File: src/rtl/pulse_period_meter_if.sv
// Bundle of the pulse input and measurement outputs of pulse_period_meter.
// The slave modport is the meter itself; the master side feeds pulses and observes results.
`timescale 1ns/1ps
interface pulse_period_meter_if #(
    parameter int unsigned W = 24
);
    logic         pulse_i;
    logic [W-1:0] period_o;
    logic         valid_o;
    logic         timeout_o;
    logic         locked_o;

    modport master (output pulse_i, input period_o, valid_o, timeout_o, locked_o);
    modport slave  (input pulse_i, output period_o, valid_o, timeout_o, locked_o);
endinterface

File: src/rtl/pulse_period_meter.sv
// Measures the clk_i cycle count between successive rising edges of a possibly
// asynchronous pulse train and publishes each period with a one-cycle strobe.
`timescale 1ns/1ps
module pulse_period_meter #(
    parameter int unsigned  W          = 24,
    parameter logic [W-1:0] TIMEOUT    = {W{1'b1}},
    parameter logic [W-1:0] MIN_PERIOD = W'(2)
) (
    input  logic                clk_i,
    input  logic                rstn_i,
    pulse_period_meter_if.slave bus
);

    typedef enum logic [0:0] {
        ST_IDLE = 1'b0,
        ST_RUN  = 1'b1
    } state_e;

    state_e       state_q, state_d;
    logic         sync1_q, sync2_q, prev_q;
    logic         edge_s;
    logic [W-1:0] cnt_q, cnt_d;
    logic [W-1:0] period_q, period_d;
    logic         valid_q, valid_d;
    logic         timeout_q, timeout_d;
    logic         locked_q, locked_d;

    // Two-flop synchroniser followed by a history flop for rising-edge detection
    always_ff @(posedge clk_i or negedge rstn_i) begin
        if (!rstn_i) begin
            sync1_q <= 1'b0;
            sync2_q <= 1'b0;
            prev_q  <= 1'b0;
        end else begin
            sync1_q <= bus.pulse_i;
            sync2_q <= sync1_q;
            prev_q  <= sync2_q;
        end
    end

    assign edge_s = sync2_q & ~prev_q;

    // Measurement state, counter and registered outputs
    always_ff @(posedge clk_i or negedge rstn_i) begin
        if (!rstn_i) begin
            state_q   <= ST_IDLE;
            cnt_q     <= '0;
            period_q  <= '0;
            valid_q   <= 1'b0;
            timeout_q <= 1'b0;
            locked_q  <= 1'b0;
        end else begin
            state_q   <= state_d;
            cnt_q     <= cnt_d;
            period_q  <= period_d;
            valid_q   <= valid_d;
            timeout_q <= timeout_d;
            locked_q  <= locked_d;
        end
    end

    // Next-state logic; an edge coinciding with the timeout count is still a measurement
    always_comb begin
        state_d   = state_q;
        cnt_d     = cnt_q;
        period_d  = period_q;
        valid_d   = 1'b0;
        timeout_d = timeout_q;
        locked_d  = locked_q;
        case (state_q)
            ST_IDLE: begin
                if (edge_s) begin
                    cnt_d   = W'(1);
                    state_d = ST_RUN;
                end else begin
                    cnt_d   = '0;
                    state_d = ST_IDLE;
                end
            end
            ST_RUN: begin
                if (edge_s && (cnt_q >= MIN_PERIOD)) begin
                    period_d  = cnt_q;
                    valid_d   = 1'b1;
                    cnt_d     = W'(1);
                    locked_d  = 1'b1;
                    timeout_d = 1'b0;
                end else if (edge_s) begin
                    cnt_d = cnt_q + W'(1);
                end else if (cnt_q == TIMEOUT) begin
                    timeout_d = 1'b1;
                    locked_d  = 1'b0;
                    cnt_d     = '0;
                    state_d   = ST_IDLE;
                end else begin
                    cnt_d = cnt_q + W'(1);
                end
            end
            default: begin
                cnt_d   = '0;
                state_d = ST_IDLE;
            end
        endcase
    end

    assign bus.period_o  = period_q;
    assign bus.valid_o   = valid_q;
    assign bus.timeout_o = timeout_q;
    assign bus.locked_o  = locked_q;

endmodule

File: src/flat_wrapper.sv
// flat-port wrapper written by rule: the top's interface ports become plain ports
module pulse_period_meter_flat 
#(
    parameter int unsigned  W          = 24,
    parameter logic [W-1:0] TIMEOUT    = {W{1'b1}},
    parameter logic [W-1:0] MIN_PERIOD = W'(2)
)
  (clk_i, rstn_i, bus_pulse_i, bus_period_o, bus_valid_o, bus_timeout_o, bus_locked_o);
  pulse_period_meter_if #(.W(W)) bus_i ();
  input  logic clk_i;
  input  logic rstn_i;
  input wire logic [$bits(bus_i.pulse_i)-1:0] bus_pulse_i;
  output wire logic [$bits(bus_i.period_o)-1:0] bus_period_o;
  output wire logic [$bits(bus_i.valid_o)-1:0] bus_valid_o;
  output wire logic [$bits(bus_i.timeout_o)-1:0] bus_timeout_o;
  output wire logic [$bits(bus_i.locked_o)-1:0] bus_locked_o;
  assign bus_i.pulse_i = bus_pulse_i;
  assign bus_period_o = bus_i.period_o;
  assign bus_valid_o = bus_i.valid_o;
  assign bus_timeout_o = bus_i.timeout_o;
  assign bus_locked_o = bus_i.locked_o;
  pulse_period_meter #(.W(W), .TIMEOUT(TIMEOUT), .MIN_PERIOD(MIN_PERIOD)) u_core (.clk_i(clk_i), .rstn_i(rstn_i), .bus(bus_i));
endmodule
File: config.mk
export PLATFORM = sky130hd
export DESIGN_NAME = pulse_period_meter_flat
export DESIGN_NICKNAME = d
export VERILOG_FILES = /design/src/rtl/pulse_period_meter_if.sv /design/src/rtl/pulse_period_meter.sv /design/src/flat_wrapper.sv
export SDC_FILE = /design/constraint.sdc
export NUM_CORES = 1
export LEC_CHECK = 0
export ABC_AREA = 1
export ABC_CLOCK_PERIOD_IN_PS = 2500
export BUFFER_PORTS_ARGS = -buffer_cell sky130_fd_sc_hd__buf_2
export CAP_MARGIN = 20
export CORE_ASPECT_RATIO = 0.7
export CORE_UTILIZATION = 40
export CTS_CLUSTER_SIZE = 25
export DETAILED_ROUTE_END_ITERATION = 8
export GPL_ROUTABILITY_DRIVEN = 0
export PLACE_DENSITY_LB_ADDON = 0.12
export SLEW_MARGIN = 0
export SYNTH_ARGS = -nofsm -noshare
export SYNTH_HDL_FRONTEND = slang
export SYNTH_SLANG_ARGS = --single-unit
File: constraint.sdc
create_clock -name clk_i -period 2.5 [get_ports clk_i]
set_clock_uncertainty 0.1 [all_clocks]
set_input_delay 0.375 -clock clk_i [delete_from_list [all_inputs] [get_ports clk_i]]
set_output_delay 0.375 -clock clk_i [all_outputs]
set_load 0.1 [all_outputs]
# ---- Yosys cells after proc, flatten, opt, wreduce, memory -nomap -nowiden
# Index checks and enable logic that the tools add are counted.
dict set report totals {
  reg_bits 55
  out_inout_bits 27
  elab_cells 38
}
dict set report op_classes {
  n_lt_le_gt_ge 1
  eq_ne 2
  n_addsub 1
  bitwise 3
  n_mux 18
  reduce_logical 4
}
# operator n
set op_table {}
lappend op_table {{$mux 24} 3}
lappend op_table {{$pmux 24 s2} 1}
lappend op_table {{$add 24x1->24 const B} 1}
lappend op_table {{$eq 24x24->1 const B} 1}
lappend op_table {{$ge 24x2->1 const B} 1}
lappend op_table {{$mux 1} 13}
lappend op_table {{$reduce_and 3->1} 1}
lappend op_table {{$ne 2x2->1 const B} 1}
lappend op_table {{$not 1->1} 2}
lappend op_table {{$pmux 1 s2} 1}
lappend op_table {{$reduce_and 2->1} 1}
lappend op_table {{$reduce_bool 2->1} 1}
lappend op_table {{$and 1x1->1} 1}
lappend op_table {{$logic_and 1x1->1} 1}

# ---- Longest topological paths before layout
dict set report depth {
  ltp_word 5
  mapped_depth 10
  ltp_nobuf 9
}

# ---- Worst setup path after synthesis
# No wires, ideal clock.
dict set report synth_timing {
  path_kind {reg-to-reg}
  start {register u_core.cnt_q[1]}
  end {register u_core.cnt_q[10]}
  arrival_ns 1.473
  setup_time_ns 0.120
  t_required_ns 2.280
  path_slack_ns 0.807
  path_stages_with_launch 10
  synth_period_minus_slack_ns 1.693
  cell_sequence {dfrtp_1 -> ha_1 -> inv_1 -> nor2_4 -> nand3_2 -> nor2_4 -> nand2_2 -> nand3_2 -> buf_6 -> nor2_1}
}
dict set report synth_between {
  elab_chain_cells 5
}
# element line
set synth_lines {}
lappend synth_lines {{start: declaration} pulse_period_meter.sv:22} ;# logic [W-1:0] cnt_q, cnt_d;
lappend synth_lines {{start signal: assignment} pulse_period_meter.sv:54} ;# cnt_q <= cnt_d;
lappend synth_lines {{$add 24x1->24 or $eq 24x24->1 (tied branches)} {pulse_period_meter.sv:88, pulse_period_meter.sv:95, pulse_period_meter.sv:89}}
lappend synth_lines {{$mux 24} pulse_period_meter.sv:89} ;# end else if (cnt_q == TIMEOUT) begin
lappend synth_lines {{$mux 24} pulse_period_meter.sv:87} ;# end else if (edge_s) begin
lappend synth_lines {{$mux 24 (*)} pulse_period_meter.sv:81} ;# if (edge_s && (cnt_q >= MIN_PERIOD)) begin
lappend synth_lines {{$pmux 24 s2 (*)} pulse_period_meter.sv:70} ;# case (state_q)
lappend synth_lines {{named net u_core.cnt_d[10]} pulse_period_meter.sv:22}
# The timed path passes the listed nets; every way through them passes the cells marked *.
# A chain may end at the register's enable or synchronous reset.

# ---- Worst setup path in the final report
dict set report layout_timing {
  start {register u_core.cnt_q[0]}
  end {register u_core.cnt_q[12]}
}
# Same word-level chain as after synthesis.

==> metrics.txt <==
# TYPE chip_impl_metric gauge
chip_impl_metric{name="proportion_of_total_power_due_to_net_switching",unit=""} 0.414
chip_impl_metric{name="clockPowerShare",unit=""} 0.233
chip_impl_metric{name="vias_per_cell",unit=""} 4.91
chip_impl_info{name="global_route.peak_usage_layer",value="met1"} 1
chip_impl_metric{name="maxCapViolCount",unit=""} 0
chip_impl_metric{name="final_core_util",unit=""} 0.479
chip_impl_metric{name="grt_util_met2",unit=""} 0.272
chip_impl_metric{name="synth-seq-cells",unit=""} 55
chip_impl_metric{name="mappedNetlistNets",unit=""} 349
chip_impl_metric{name="synth.lib_cells_used.distinct",unit=""} 22
chip_impl_info{name="cpLargestDelayFamily",value="simple AND/OR/NAND/NOR gates"} 1
chip_impl_info{name="clk_root_buffer_cell",value="sky130_fd_sc_hd__clkbuf_8"} 1
chip_impl_metric{name="drive_gt1_frac",unit=""} 0.154
chip_impl_metric{name="regToRegSetupSlack",unit="ns"} 0.30
chip_impl_metric{name="crit_arrival",unit="ns"} 2.32
chip_impl_metric{name="track_usage",unit=""} 0.197
chip_impl_metric{name="h-tree-depth",unit=""} 2
chip_impl_metric{name="postSynthAreaPerCell",unit="um^2"} 7.92
chip_impl_metric{name="period_minus_slack",unit="ns"} 2.20
chip_impl_metric{name="crit_buf_inv",unit=""} 1
chip_impl_metric{name="numCtsBuffers",unit=""} 5
chip_impl_metric{name="die_width",unit="um"} 101
chip_impl_metric{name="slew_viol_final",unit=""} 0
chip_impl_metric{name="max_clock_freq",unit="MHz"} 455
chip_impl_metric{name="crit_fanout",unit=""} 22
chip_impl_metric{name="placement_rows",unit=""} 24
chip_impl_metric{name="placeable_core_area",unit="um^2"} 6400
chip_impl_info{name="rsz0062_at_grt",value="no"} 1
chip_impl_metric{name="post-route-period-util",unit=""} 0.879
chip_impl_metric{name="grt_pass1_wl",unit="um"} 10800
chip_impl_metric{name="timing_worst_slew_pin_value",unit="ns"} 0.697
chip_impl_metric{name="cp_slowest_stage_delay",unit="ns"} 0.41
chip_impl_info{name="critical_path.cell_chain",value="inv_1 -> ha_1 -> nor2_1 -> nand2_1 -> nor2_1 -> nand3_2 -> nand2_2 -> nand3_2 -> nor2_1"} 1
chip_impl_metric{name="port_buffers",unit=""} 29
chip_impl_metric{name="total_leakage_power",unit="nW"} 1.54
chip_impl_metric{name="drtPass1Iterations",unit=""} 4
chip_impl_metric{name="power.net_switching",unit="mW"} 0.942
chip_impl_info{name="mostFrequentLayoutCell",value="sky130_fd_sc_hd__nand2_1"} 1
chip_impl_metric{name="final_hold_viol_count",unit=""} 0
chip_impl_metric{name="timing.critical_path.required",unit="ns"} 2.63
chip_impl_metric{name="grt_start_max_net_pins",unit=""} 56
chip_impl_metric{name="synth-seq-area-share",unit=""} 0.505
chip_impl_metric{name="timing.slew.headroom",unit=""} 0.535
chip_impl_metric{name="antenna_cells_inserted",unit=""} 0
chip_impl_metric{name="power_frac_comb",unit=""} 0.319
chip_impl_metric{name="use_met3",unit=""} 0.0445
chip_impl_metric{name="post_cts_resize_count",unit=""} 0
chip_impl_metric{name="cts_buffer_depth",unit=""} 2
chip_impl_metric{name="antenna_found_initial",unit=""} 0
chip_impl_metric{name="fillerInstances",unit=""} 677
chip_impl_metric{name="clk_transition_reported_paths",unit="ns"} 0.11
chip_impl_metric{name="number_of_global_route_vias_before_repair",unit=""} 2163
chip_impl_metric{name="remaining_antenna_violation_count",unit=""} 0
chip_impl_metric{name="report.final.setup_viol",unit=""} 0
chip_impl_metric{name="synth_area",unit="um^2"} 2730
chip_impl_metric{name="ys_warn_count",unit=""} 0
chip_impl_info{name="cp-end-kind",value="register"} 1
chip_impl_metric{name="power_density",unit="nW/um^2"} 743
chip_impl_info{name="status",value="complete, no violations"} 1
chip_impl_metric{name="area_growth_syn_to_layout",unit="%"} 12.4
chip_impl_metric{name="cts.repair_timing.setup_buffer_count",unit=""} 0
chip_impl_metric{name="remaining_drc_errors",unit=""} 0
chip_impl_metric{name="post_cts_hold_buffer_count",unit=""} 0
chip_impl_metric{name="initial_cell_density_of_the_core",unit=""} 0.426
chip_impl_metric{name="globalRoute.totalOverflow",unit=""} 0
chip_impl_metric{name="grt.met1_usage",unit=""} 0.303
chip_impl_info{name="critPathKind",value="reg2reg"} 1
chip_impl_info{name="most-common-layout-cells",value="116 x sky130_fd_sc_hd__nand2_1, 65 x sky130_fd_sc_hd__nor2_1, 55 x sky130_fd_sc_hd__dfrtp_1"} 1
chip_impl_info{name="critical_path.most_common_cell",value="sky130_fd_sc_hd__nor2_1"} 1
chip_impl_metric{name="die_height",unit="um"} 71.1
chip_impl_metric{name="number_of_vias_after_detailed_routing",unit=""} 2291
chip_impl_metric{name="setup_total_negative_slack",unit="ns"} 0
chip_impl_metric{name="design.die.area",unit="um^2"} 7150
chip_impl_metric{name="initialDrtViolationCount",unit=""} 139
chip_impl_metric{name="vdd_ir_drop_max",unit="V"} 0.000311
chip_impl_metric{name="detailed_place_hpwl",unit="um"} 4610
chip_impl_metric{name="drt-wirelength-per-cell",unit="um"} 13.6
chip_impl_metric{name="nets",unit=""} 380
chip_impl_metric{name="placement.setup.worst_slack",unit="ns"} 0.310
chip_impl_metric{name="power.internal",unit="mW"} 1.33
chip_impl_metric{name="syn_inst",unit=""} 344
chip_impl_info{name="slowest_stage",value="sky130_fd_sc_hd__dfrtp_1"} 1
chip_impl_info{name="hold_path_class",value="in2async"} 1
chip_impl_metric{name="ioPinCount",unit=""} 30
chip_impl_metric{name="routed_wirelength",unit="um"} 6340
chip_impl_metric{name="seq_power_share",unit=""} 0.448
chip_impl_info{name="setup.worst_path.start_class",value="register"} 1
chip_impl_metric{name="clock_sink_count",unit=""} 55
chip_impl_info{name="cts_tree",value="built"} 1
chip_impl_metric{name="worstSkewPairLatency",unit="ns"} 0.32
chip_impl_metric{name="finalWorstSetupSlack",unit="ns"} 0.301
[power groups by stage]
stage | sequential [mW] | combinational, mW | clock, mW
finish | 1.02 | 0.726 | 0.531
floorplan | 1.27 | 0.340 | 0
detailed placement | 1.04 | 0.731 | 0
CTS | 1.02 | 0.735 | 0.556
global route | 1.03 | 0.787 | 0.587
global placement | 1.03 | 0.728 | 0
[state kept, by name, summed over array words and instances, names as in the netlist]
| signal | flops |
|---|---|
| u_core.cnt_q | 24 |
| u_core.bus.locked_o | 1 |
| u_core.sync1_q | 1 |
| u_core.bus.period_o | 24 |
| u_core.bus.timeout_o | 1 |
| u_core.state_q | 1 |
| u_core.sync2_q | 1 |
| u_core.prev_q | 1 |
| u_core.bus.valid_o | 1 |
[cells by family (layout without fill, tap and decap cells)]
group	Yosys count	after routing	synth area share
buf+inv	35	67	0.0578
fa+ha+maj	2	2	0.00918
flops	55	55	0.505
simple gates	234	234	0.376
xor+xnor	13	13	0.0418
compound gates	5	5	0.0101
[final cells by class]
class	instances	area, um^2	share of cell area
flip-flops and latches	55	1380	0.449
multi-input cells	254	1190	0.389
repair buffers	36	198	0.0645
well taps	91	114	0.0372
inverters	23	86.3	0.0282
clock buffers	6	82.6	0.0269
clock inverters	2	16.3	0.00531
[cell usage after synthesis]
| cell | count | area [um^2] |
|---|---|---|
| sky130_fd_sc_hd__nand2_1 | 116 | 435 |
| sky130_fd_sc_hd__nor2_1 | 65 | 244 |
| sky130_fd_sc_hd__dfrtp_1 | 55 | 1380 |
| sky130_fd_sc_hd__nand4_1 | 25 | 156 |
| sky130_fd_sc_hd__inv_1 | 22 | 82.6 |
| sky130_fd_sc_hd__nand3_1 | 13 | 65.1 |
| sky130_fd_sc_hd__xnor2_1 | 7 | 61.3 |
| sky130_fd_sc_hd__xor2_1 | 6 | 52.6 |
| sky130_fd_sc_hd__clkbuf_1 | 5 | 18.8 |
| sky130_fd_sc_hd__nand3_2 | 4 | 40.0 |
| sky130_fd_sc_hd__o21ai_0 | 4 | 20.0 |
| sky130_fd_sc_hd__buf_2 | 3 | 15.0 |
| sky130_fd_sc_hd__nand2_2 | 3 | 18.8 |
| sky130_fd_sc_hd__nor2_2 | 3 | 18.8 |
| sky130_fd_sc_hd__nor2_4 | 3 | 33.8 |
| sky130_fd_sc_hd__buf_4 | 2 | 15.0 |
| sky130_fd_sc_hd__buf_6 | 2 | 22.5 |
| sky130_fd_sc_hd__ha_1 | 2 | 25.0 |
| sky130_fd_sc_hd__and2_1 | 1 | 6.26 |
| sky130_fd_sc_hd__clkinv_1 | 1 | 3.75 |
| sky130_fd_sc_hd__o21bai_1 | 1 | 7.51 |
| sky130_fd_sc_hd__or2_2 | 1 | 6.26 |
[per-stage QoR]
step           cells  hold WS [ns]  power [mW]  cell area [um^2]
2_1_floorplan    344       -0.0206        1.61              2730
3_3_place_gp     459         0.240        1.76              2970
3_5_place_dp     459         0.240        1.77              2970
4_1_cts          467        0.0552        2.31              3060
5_1_grt          467        0.0503        2.41              3060
6_report         467        0.0682        2.28              3060
[metal layers]
metal | share of wire | vias up
met3 | 0.086 | 7
met5 | 0 | -
li1 | - | 1143
met4 | 0.012 | 0
met2 | 0.41 | 67
met1 | 0.49 | 1074
[worst paths after layout]
kind,start,to,depth (start not counted)
max,u_core.cnt_q[0],u_core.cnt_q[12],9
min,rstn_i,u_core.bus.period_o[6],2
max reg2reg,u_core.cnt_q[0],u_core.cnt_q[12],9
min reg2reg,u_core.sync1_q,u_core.sync2_q,0
max in group asynchronous,rstn_i,u_core.cnt_q[15],2
min in group clk_i,bus_pulse_i,u_core.sync1_q,1
(Power assumes the default switching activity.)
